--- config.mk ---
export PLATFORM = sky130hd
export DESIGN_NAME = out_uart_tx
export DESIGN_NICKNAME = d
export VERILOG_FILES = /design/src/rtl/out_uart_tx.sv
export SDC_FILE = /design/constraint.sdc
export NUM_CORES = 1
export LEC_CHECK = 0
export ABC_CLOCK_PERIOD_IN_PS = 6500
export CAP_MARGIN = 20
export CORE_ASPECT_RATIO = 1.4
export CORE_MARGIN = 2
export CORE_UTILIZATION = 51
export CTS_CLUSTER_DIAMETER = 50
export DETAILED_ROUTE_END_ITERATION = 12
export PLACE_DENSITY = 0.82
export SETUP_SLACK_MARGIN = 0.15
export SYNTH_ARGS = -nofsm -noshare
export SYNTH_HDL_FRONTEND = slang
export SYNTH_SLANG_ARGS = --single-unit
--- constraint.sdc ---
create_clock -name clk -period 6.5 [get_ports clk]
set_input_delay 1.3 -clock clk [delete_from_list [all_inputs] [get_ports clk]]
set_output_delay 1.3 -clock clk [all_outputs]
set_load 0.005 [all_outputs]
--- src/rtl/out_uart_tx.sv ---
// Reports the 16-bit out value over UART as "HHHH\r\n" (8N1, DIVISOR clks/bit) whenever it differs from the last value sent.
// Start bit 1 cycle after the triggering edge; changes seen while busy are coalesced and flagged on ovf.
module out_uart_tx #(
  parameter int DIVISOR = 434
) (
  input  logic        clk,
  input  logic        reset,
  input  logic [15:0] out,
  output logic        txd,
  output logic        busy,
  output logic        ovf
);

  localparam logic [1:0] IDLE  = 2'd0;
  localparam logic [1:0] START = 2'd1;
  localparam logic [1:0] DATA  = 2'd2;
  localparam logic [1:0] STOP  = 2'd3;

  localparam logic [15:0] DIV_LAST = 16'(DIVISOR - 1);

  logic [1:0]  state;
  logic [15:0] last;
  logic [15:0] out_q;
  logic [15:0] baud_cnt;
  logic [2:0]  char_idx;
  logic [2:0]  bit_idx;
  logic [2:0]  next_bit;
  logic [7:0]  cur_char;
  logic        baud_tick;

  function automatic logic [7:0] hex_ascii(input logic [3:0] n);
    if (n < 4'd10) return 8'h30 + {4'h0, n};
    else           return 8'h37 + {4'h0, n};
  endfunction

  always_comb begin
    cur_char = 8'h0A;
    case (char_idx)
      3'd0:    cur_char = hex_ascii(last[15:12]);
      3'd1:    cur_char = hex_ascii(last[11:8]);
      3'd2:    cur_char = hex_ascii(last[7:4]);
      3'd3:    cur_char = hex_ascii(last[3:0]);
      3'd4:    cur_char = 8'h0D;
      default: cur_char = 8'h0A;
    endcase
  end

  assign baud_tick = (baud_cnt == DIV_LAST);
  assign next_bit  = bit_idx + 3'd1;

  always_ff @(posedge clk or negedge reset) begin
    if (!reset) begin
      state    <= IDLE;
      last     <= 16'h0000;
      out_q    <= 16'h0000;
      baud_cnt <= 16'h0000;
      char_idx <= 3'd0;
      bit_idx  <= 3'd0;
      txd      <= 1'b1;
      busy     <= 1'b0;
      ovf      <= 1'b0;
    end else begin
      out_q <= out;
      ovf   <= busy && (out != out_q);
      // The counter restarts at every bit boundary, so bit periods never drift.
      if (state != IDLE) baud_cnt <= baud_tick ? 16'h0000 : baud_cnt + 16'h0001;
      case (state)
        IDLE: begin
          txd <= 1'b1;
          if (out != last) begin
            last     <= out;
            busy     <= 1'b1;
            state    <= START;
            txd      <= 1'b0;
            baud_cnt <= 16'h0000;
            char_idx <= 3'd0;
            bit_idx  <= 3'd0;
          end
        end
        START: begin
          if (baud_tick) begin
            state   <= DATA;
            bit_idx <= 3'd0;
            txd     <= cur_char[0];
          end
        end
        DATA: begin
          if (baud_tick) begin
            if (bit_idx == 3'd7) begin
              state <= STOP;
              txd   <= 1'b1;
            end else begin
              bit_idx <= next_bit;
              txd     <= cur_char[next_bit];
            end
          end
        end
        default: begin
          if (baud_tick) begin
            if (char_idx == 3'd5) begin
              state <= IDLE;
              busy  <= 1'b0;
              txd   <= 1'b1;
            end else begin
              char_idx <= char_idx + 3'd1;
              state    <= START;
              txd      <= 1'b0;
            end
          end
        end
      endcase
    end
  end

endmodule

==> results.py, run 1 <==
metrics = {
    "timing": {
        "period_minus_slack_ns": 3.592,
        "min_period_over_period_pct": 55.26,
        "finalHoldViolCount": 0,
        "fin_hold_ws_ns": 0.5037,
        "slew_headroom_pct": 50.26,
        "setup_viol": 0,
        "fin_skew_ns": 0.005360,
        "fmax_mhz": 278.4,
        "fin_ws_ns": 2.908,
        "timing_max_transition_violations_final": 0,
        "setup_tns_ns": 0,
        "grt_setup_unrepaired": "no",
        "worstMarginPinSlew_ns": 0.7433,
    },
    "power": {
        "vdd_drop_max_uv": 138.6,
        "clkPwrFrac_pct": 45.3,
        "switching_share_pct": 24.52,
        "p_int_uw": 569.5,
        "power.net_switching_uw": 185.0,
        "seqPwrFrac_pct": 49.6,
        "leakage_uw": 0.001586,
        "power_density_nw_per_um2": 187.0,
        "combPwrFrac_pct": 5.1,
    },
    "clocking": {
        "cts_setup_buffers": 0,
        "cts_tree": "done",
        "clkLatencyLatePin_ns": 0.34,
        "root_buffer": "clkbuf_8",
        "hold_buffers": 0,
        "cts.path.max_buffers": 2,
        "clk_pin_slew_ns": 0.07,
        "numClockSinks": 59,
        "cts_resized": 0,
        "h-tree-depth": 3,
        "cts_buffers": 9,
    },
    "grt": {
        "grt_pass1_wl_mm": 13.21,
        "grt_usage_pct": 22.66,
        "grt_max_degree": 60,
        "grt_pass1_vias": 2871,
        "grt_overflow": 0,
        "antenna_found_initial": 0,
    },
    "placement": {
        "port_buffers": 20,
        "place.gp.congestion": 0.9766,
        "hpwl_mm": 5.790,
        "dp_slack_ns": 2.561,
    },
    "yosys": {
        "synth_edf_count": 0,
        "synth_top_area_share_pct": 40.28,
        "ys_types": 58,
        "syn_avg_cell_area_sq_um": 9.661,
        "synthCells": 373,
        "ys_ff_latch": 59,
        "synth-async-reset-ratio_pct": 100.0,
        "synth.cell_area_sq_um": 3603,
        "synth_flop_cell": "dfrtp_1",
        "syn-num-nets": 408,
        "synthTopCellsByCount": "dfrtp_1, o21ai_0, nand2_1",
        "seq_area_frac_synth_pct": 41.01,
        "synth_most_common_cell": "dfrtp_1",
        "yosysTopAreaCell": "dfrtp_1",
        "synth.area.top_cells": "dfrtp_1, xnor2_1, ha_1",
        "yosysWarningCount": 0,
    },
    "cells_and_area": {
        "multi_input_area_sq_um": 1957,
        "drive_gt1_share_pct": 12.31,
        "fin_nets": 420,
        "fin_util_pct": 58.55,
        "area.growth.synth_to_final_pct": 11.98,
        "num_antenna_cells": 0,
        "regArea_sq_um": 1478,
        "fillers": 590,
    },
    "floorplanning": {
        "fp.dieH_um": 103.5,
        "rows": 36,
        "die_area_sq_um": 7763,
        "start_util_pct": 52.29,
        "pin_count": 21,
        "die_x_um": 75.04,
        "core-area_sq_um": 6892,
    },
    "drt": {
        "vias_per_cell": 5.823,
        "wirelength_mm": 7.820,
        "remaining_drc_errors": 0,
        "drtIter0Drc": 133,
        "via_count": 2824,
        "wl_per_cell_um": 16.12,
        "ant_nets": 0,
        "dr.pass1.iters": 4,
    },
    "worst_setup_path": {
        "setup.worst_path.end_class": "register",
        "cp.required_ns": 6.73,
        "path_max_fanout": 19,
        "cpLargestDelayFamily": "simple AND/OR/NAND/NOR gates",
        "worst_path_largest_cell_delay_ns": 0.60,
        "path_class": "in -> reg",
        "critPathLaunchType": "input port",
        "arrival_ns": 3.82,
        "path_cells": "clkdlybuf4s50_1, xnor2_1, nand4_1, nor4_1, and2_1, nor3_1, mux2_2",
        "crit_slowest_cell": "and2_1",
        "crit_cells": 7,
        "r2r_cells": 6,
        "path_buf_inv": 1,
    },
    "min_path": {
        "holdPathStages": 1,
        "hold_path_class": "reg -> reg",
    },
    "run_status": {
        "status": "complete, no violations",
    },
    "job": {
        "cap_violations": 0,
    },
}
[worst register-to-register path, stage by stage (launching register included)]
cell and delay (ns):
dfrtp_1 0.46, xnor2_1 0.27, nand4_1 0.21, nor4_1 0.44, and2_1 0.60, nor3_1 0.20
mux2_2 0.31
[path summary, 6_finish.rpt]
path | startpoint | endpoint | slack [ns]
setup / recovery | out[15] | state[1] | 2.91
hold / removal | baud_cnt[11] | baud_cnt[11] | 0.50
setup reg to reg | last[15] | state[1] | 3.90
hold reg to reg | baud_cnt[11] | baud_cnt[11] | 0.50
max in group asynchronous | reset | last[15] | 4.92
min in group asynchronous | reset | baud_cnt[2] | 1.10
[cells in the final DEF, fill, tap and decap left out, types with 3 or more instances in the layout]
cell             instances
clkdlybuf4s50_1         19
o31ai_1                 10
inv_1                   18
and2_0                   3
nand2_1                 31
o21ai_0                 37
a211oi_1                 4
nand2b_1                 3
and2_1                   3
o211ai_1                 3
or2_2                    3
xor2_1                   9
xnor2_1                 27
ha_1                    17
nand4_1                  8
nor4_1                   4
nor3_1                   3
dfrtp_1                 58
o41ai_1                  4
nand3_1                 11
and4b_1                  3
nor2b_1                  8
mux2_2                  18
nor2_1                  19
clkbuf_8                 9
a31oi_1                  3
a21oi_1                 11
[routing by layer]
layer  global-route usage [%]  up-vias  wire, um  share of wire, %
met5                        0        -         0                 0
met4                    13.46        0       352               4.5
met3                    5.717       31       283               3.6
met2                    39.47       71      4197                54
met1                    24.22     1353      2986                38
li1                         -     1369         -                 -
[metrics by stage]
step | instance area [sq um] | instances | power (uW)
2_1_floorplan | 3603 | 373 | 394.3
3_3_place_gp | 3824 | 468 | 419.5
3_5_place_dp | 3824 | 468 | 420.6
4_1_cts | 4024 | 484 | 762.0
5_1_grt | 4035 | 485 | 781.6
6_report | 4035 | 485 | 754.4
[flip-flops by register name, indices dropped and copies added (netlist names)]
| signal | flops |
|---|---|
| baud_cnt | 16 |
| bit_idx | 3 |
| busy | 1 |
| char_idx | 3 |
| last | 16 |
| out_q | 16 |
| ovf | 1 |
| state | 2 |
| txd | 1 |
[power groups by stage]
stage | Sequential (uW) | Combinational (uW) | Clock, uW
CTS | 374 | 39.4 | 348
global route | 375 | 43.4 | 364
global placement | 381 | 38.4 | 0
floorplan | 381 | 13.2 | 0
finish | 374 | 38.3 | 342
detailed placement | 381 | 39.2 | 0
[cells by family after synthesis]
group	count (synthesis)	synth area share, %
AND/OR/NAND/NOR	110	16.35
adder cells (fa/ha/maj)	17	5.903
XOR/XNOR	36	8.750
buffers and inverters	39	4.687
multiplexers	20	6.180
flip-flops	59	41.01
AO/OA/AOI/OAI	92	17.12
[area by class of cell]
cell class,instances,share of cell area [%]
inverter,18,1.674
timing repair buffer,22,5.302
tap,95,2.946
multi-input combinational,275,48.50
clock buffer,9,3.070
sequential,59,36.62
clock inverter,7,1.891
Note: power is estimated with default switching activity, not from simulation.
==> inputs of run 2 (changes only) <==
--- a/config.mk
+++ b/config.mk
@@ -5,7 +5,7 @@
 export SDC_FILE = /design/constraint.sdc
 export NUM_CORES = 1
 export LEC_CHECK = 0
-export ABC_CLOCK_PERIOD_IN_PS = 6500
+export ABC_CLOCK_PERIOD_IN_PS = 3400
 export CAP_MARGIN = 20
 export CORE_ASPECT_RATIO = 1.4
 export CORE_MARGIN = 2
==> constraint.sdc (replaced) <==
create_clock -name clk -period 3.4 [get_ports clk]
set_input_delay 0.68 -clock clk [delete_from_list [all_inputs] [get_ports clk]]
set_output_delay 0.68 -clock clk [all_outputs]
set_load 0.005 [all_outputs]
==> results.py, run 2 (synthesis gave the netlist of run 1 again) <==
metrics = {
    "run_status": {
        "status": "complete, no violations",
    },
    "drt": {
        "wirelength_mm": 7.804,
        "wl_per_cell_um": 16.02,
        "vias_per_cell": 5.731,
        "dr.pass1.iters": 4,
        "remaining_drc_errors": 0,
        "drtIter0Drc": 110,
        "ant_nets": 0,
        "via_count": 2791,
    },
    "grt": {
        "antenna_found_initial": 0,
        "grt_usage_pct": 22.64,
        "grt_max_degree": 40,
        "grt_pass1_wl_mm": 13.13,
        "grt_pass1_vias": 2838,
        "grt_overflow": 0,
    },
    "worst_setup_path": {
        "path_buf_inv": 1,
        "path_max_fanout": 6,
        "cp.required_ns": 3.63,
        "arrival_ns": 2.82,
        "cpLargestDelayFamily": "simple AND/OR/NAND/NOR gates",
        "path_class": "in -> reg",
        "crit_slowest_cell": "nor4_1",
        "path_cells": "clkdlybuf4s50_1, xnor2_1, nand4_1, nor4_1, a211o_1, o21ai_0, a22o_2",
        "setup.worst_path.end_class": "register",
        "critPathLaunchType": "input port",
        "worst_path_largest_cell_delay_ns": 0.49,
    },
    "timing": {
        "setup_viol": 0,
        "period_minus_slack_ns": 2.590,
        "worstMarginPinSlew_ns": 0.7740,
        "slew_headroom_pct": 48.21,
        "setup_tns_ns": 0,
        "finalHoldViolCount": 0,
        "fmax_mhz": 386.1,
        "grt_setup_unrepaired": "no",
        "fin_skew_ns": 0.009667,
        "timing_max_transition_violations_final": 0,
        "min_period_over_period_pct": 76.18,
    },
    "power": {
        "vdd_drop_max_uv": 384.3,
        "totalPowerFinal_uw": 1490,
        "leakage_uw": 0.001602,
        "power_density_nw_per_um2": 366.8,
    },
    "clocking": {
        "root_buffer": "clkbuf_8",
        "cts_tree": "done",
        "hold_buffers": 0,
        "clk_pin_slew_ns": 0.07,
        "h-tree-depth": 3,
        "cts_buffers": 9,
        "numClockSinks": 59,
        "clkLatencyLatePin_ns": 0.34,
        "cts_resized": 0,
        "cts_setup_buffers": 0,
        "cts.path.max_buffers": 2,
    },
    "placement": {
        "port_buffers": 20,
        "place.gp.congestion": 0.8801,
        "hpwl_mm": 5.919,
    },
    "cells_and_area": {
        "area.growth.synth_to_final_pct": 12.74,
        "num_antenna_cells": 0,
        "final_cell_mix": "dfrtp_1, o21ai_0, nand2_1, xnor2_1",
        "drive_gt1_share_pct": 12.50,
        "final_common_cell": "dfrtp_1",
        "reg_top3": "baud_cnt: 16 flops, last: 16 flops, out_q: 16 flops",
        "fin_nets": 422,
    },
    "job": {
        "cap_violations": 0,
    },
    "floorplanning": {
        "pin_count": 21,
        "fp.dieH_um": 103.5,
        "die_area_sq_um": 7763,
        "start_util_pct": 52.29,
        "die_x_um": 75.04,
        "rows": 36,
        "core-area_sq_um": 6892,
    },
    "min_path": {
        "hold_path_class": "in -> async",
    },
}
[run 2: changes by cell type in the layout (fill, tap and decap cells not counted)]
cell,previous run,this run
clkinv_4,1,0
buf_6,1,0
buf_4,1,4
clkbuf_1,0,1
bufinv_16,1,2
inv_6,2,1
[run 2: layout make-up]
| type | count | area [sq um] |
|---|---|---|
| clock buffers | 10 | 127.6 |
| clock inverters | 6 | 88.84 |
| fillers | 574 | 2829 |
| inverters | 18 | 67.56 |
| multi-input cells | 275 | 1957 |
| flip-flops and latches | 59 | 1478 |
| well taps | 95 | 118.9 |
| repair buffers | 24 | 225.2 |
[run 2: worst paths after layout]
kind / start / endpoint / slack [ns] / cells after the start
hold / removal: reset / baud_cnt[9] / 0.28 / 1
max in group asynchronous: reset / last[6] / 2.28 / 2
min in group clk: baud_cnt[11] / baud_cnt[11] / 0.50 / 1
setup reg to reg: baud_cnt[1] / state[1] / 0.96 / 7
setup / recovery: out[15] / bit_idx[0] / 0.81 / 7
hold reg to reg: baud_cnt[11] / baud_cnt[11] / 0.50 / 1
[run 2: metrics by stage]
step                cells  worst slack, ns  instance area, sq um  utilization, %  hold slack, ns
floorplan             373            1.077                  3603               -          0.3844
global placement      471           0.4698                  3846           55.81          0.4816
detailed placement    471           0.4880                  3846           55.81          0.4855
CTS                   487           0.8414                  4063           58.95          0.2953
global route          487           0.7297                  4063           58.95          0.3154
finish                487           0.8099                  4063           58.95          0.2823
[run 2: power by group]
part / leakage (uW) / switching [uW] / internal, uW
Sequential: 0.000748 / 4.34 / 711
Combinational: 0.000751 / 39.1 / 34.8
Clock: 0.000103 / 287 / 414
[run 2: layer usage]
metal	vias up	global-route usage [%]	share of wire, %
li1	1362	-	-
met5	-	0	0
met3	24	4.845	3.1
met2	63	41.09	54
met4	0	11.68	3.9
met1	1342	24.05	39
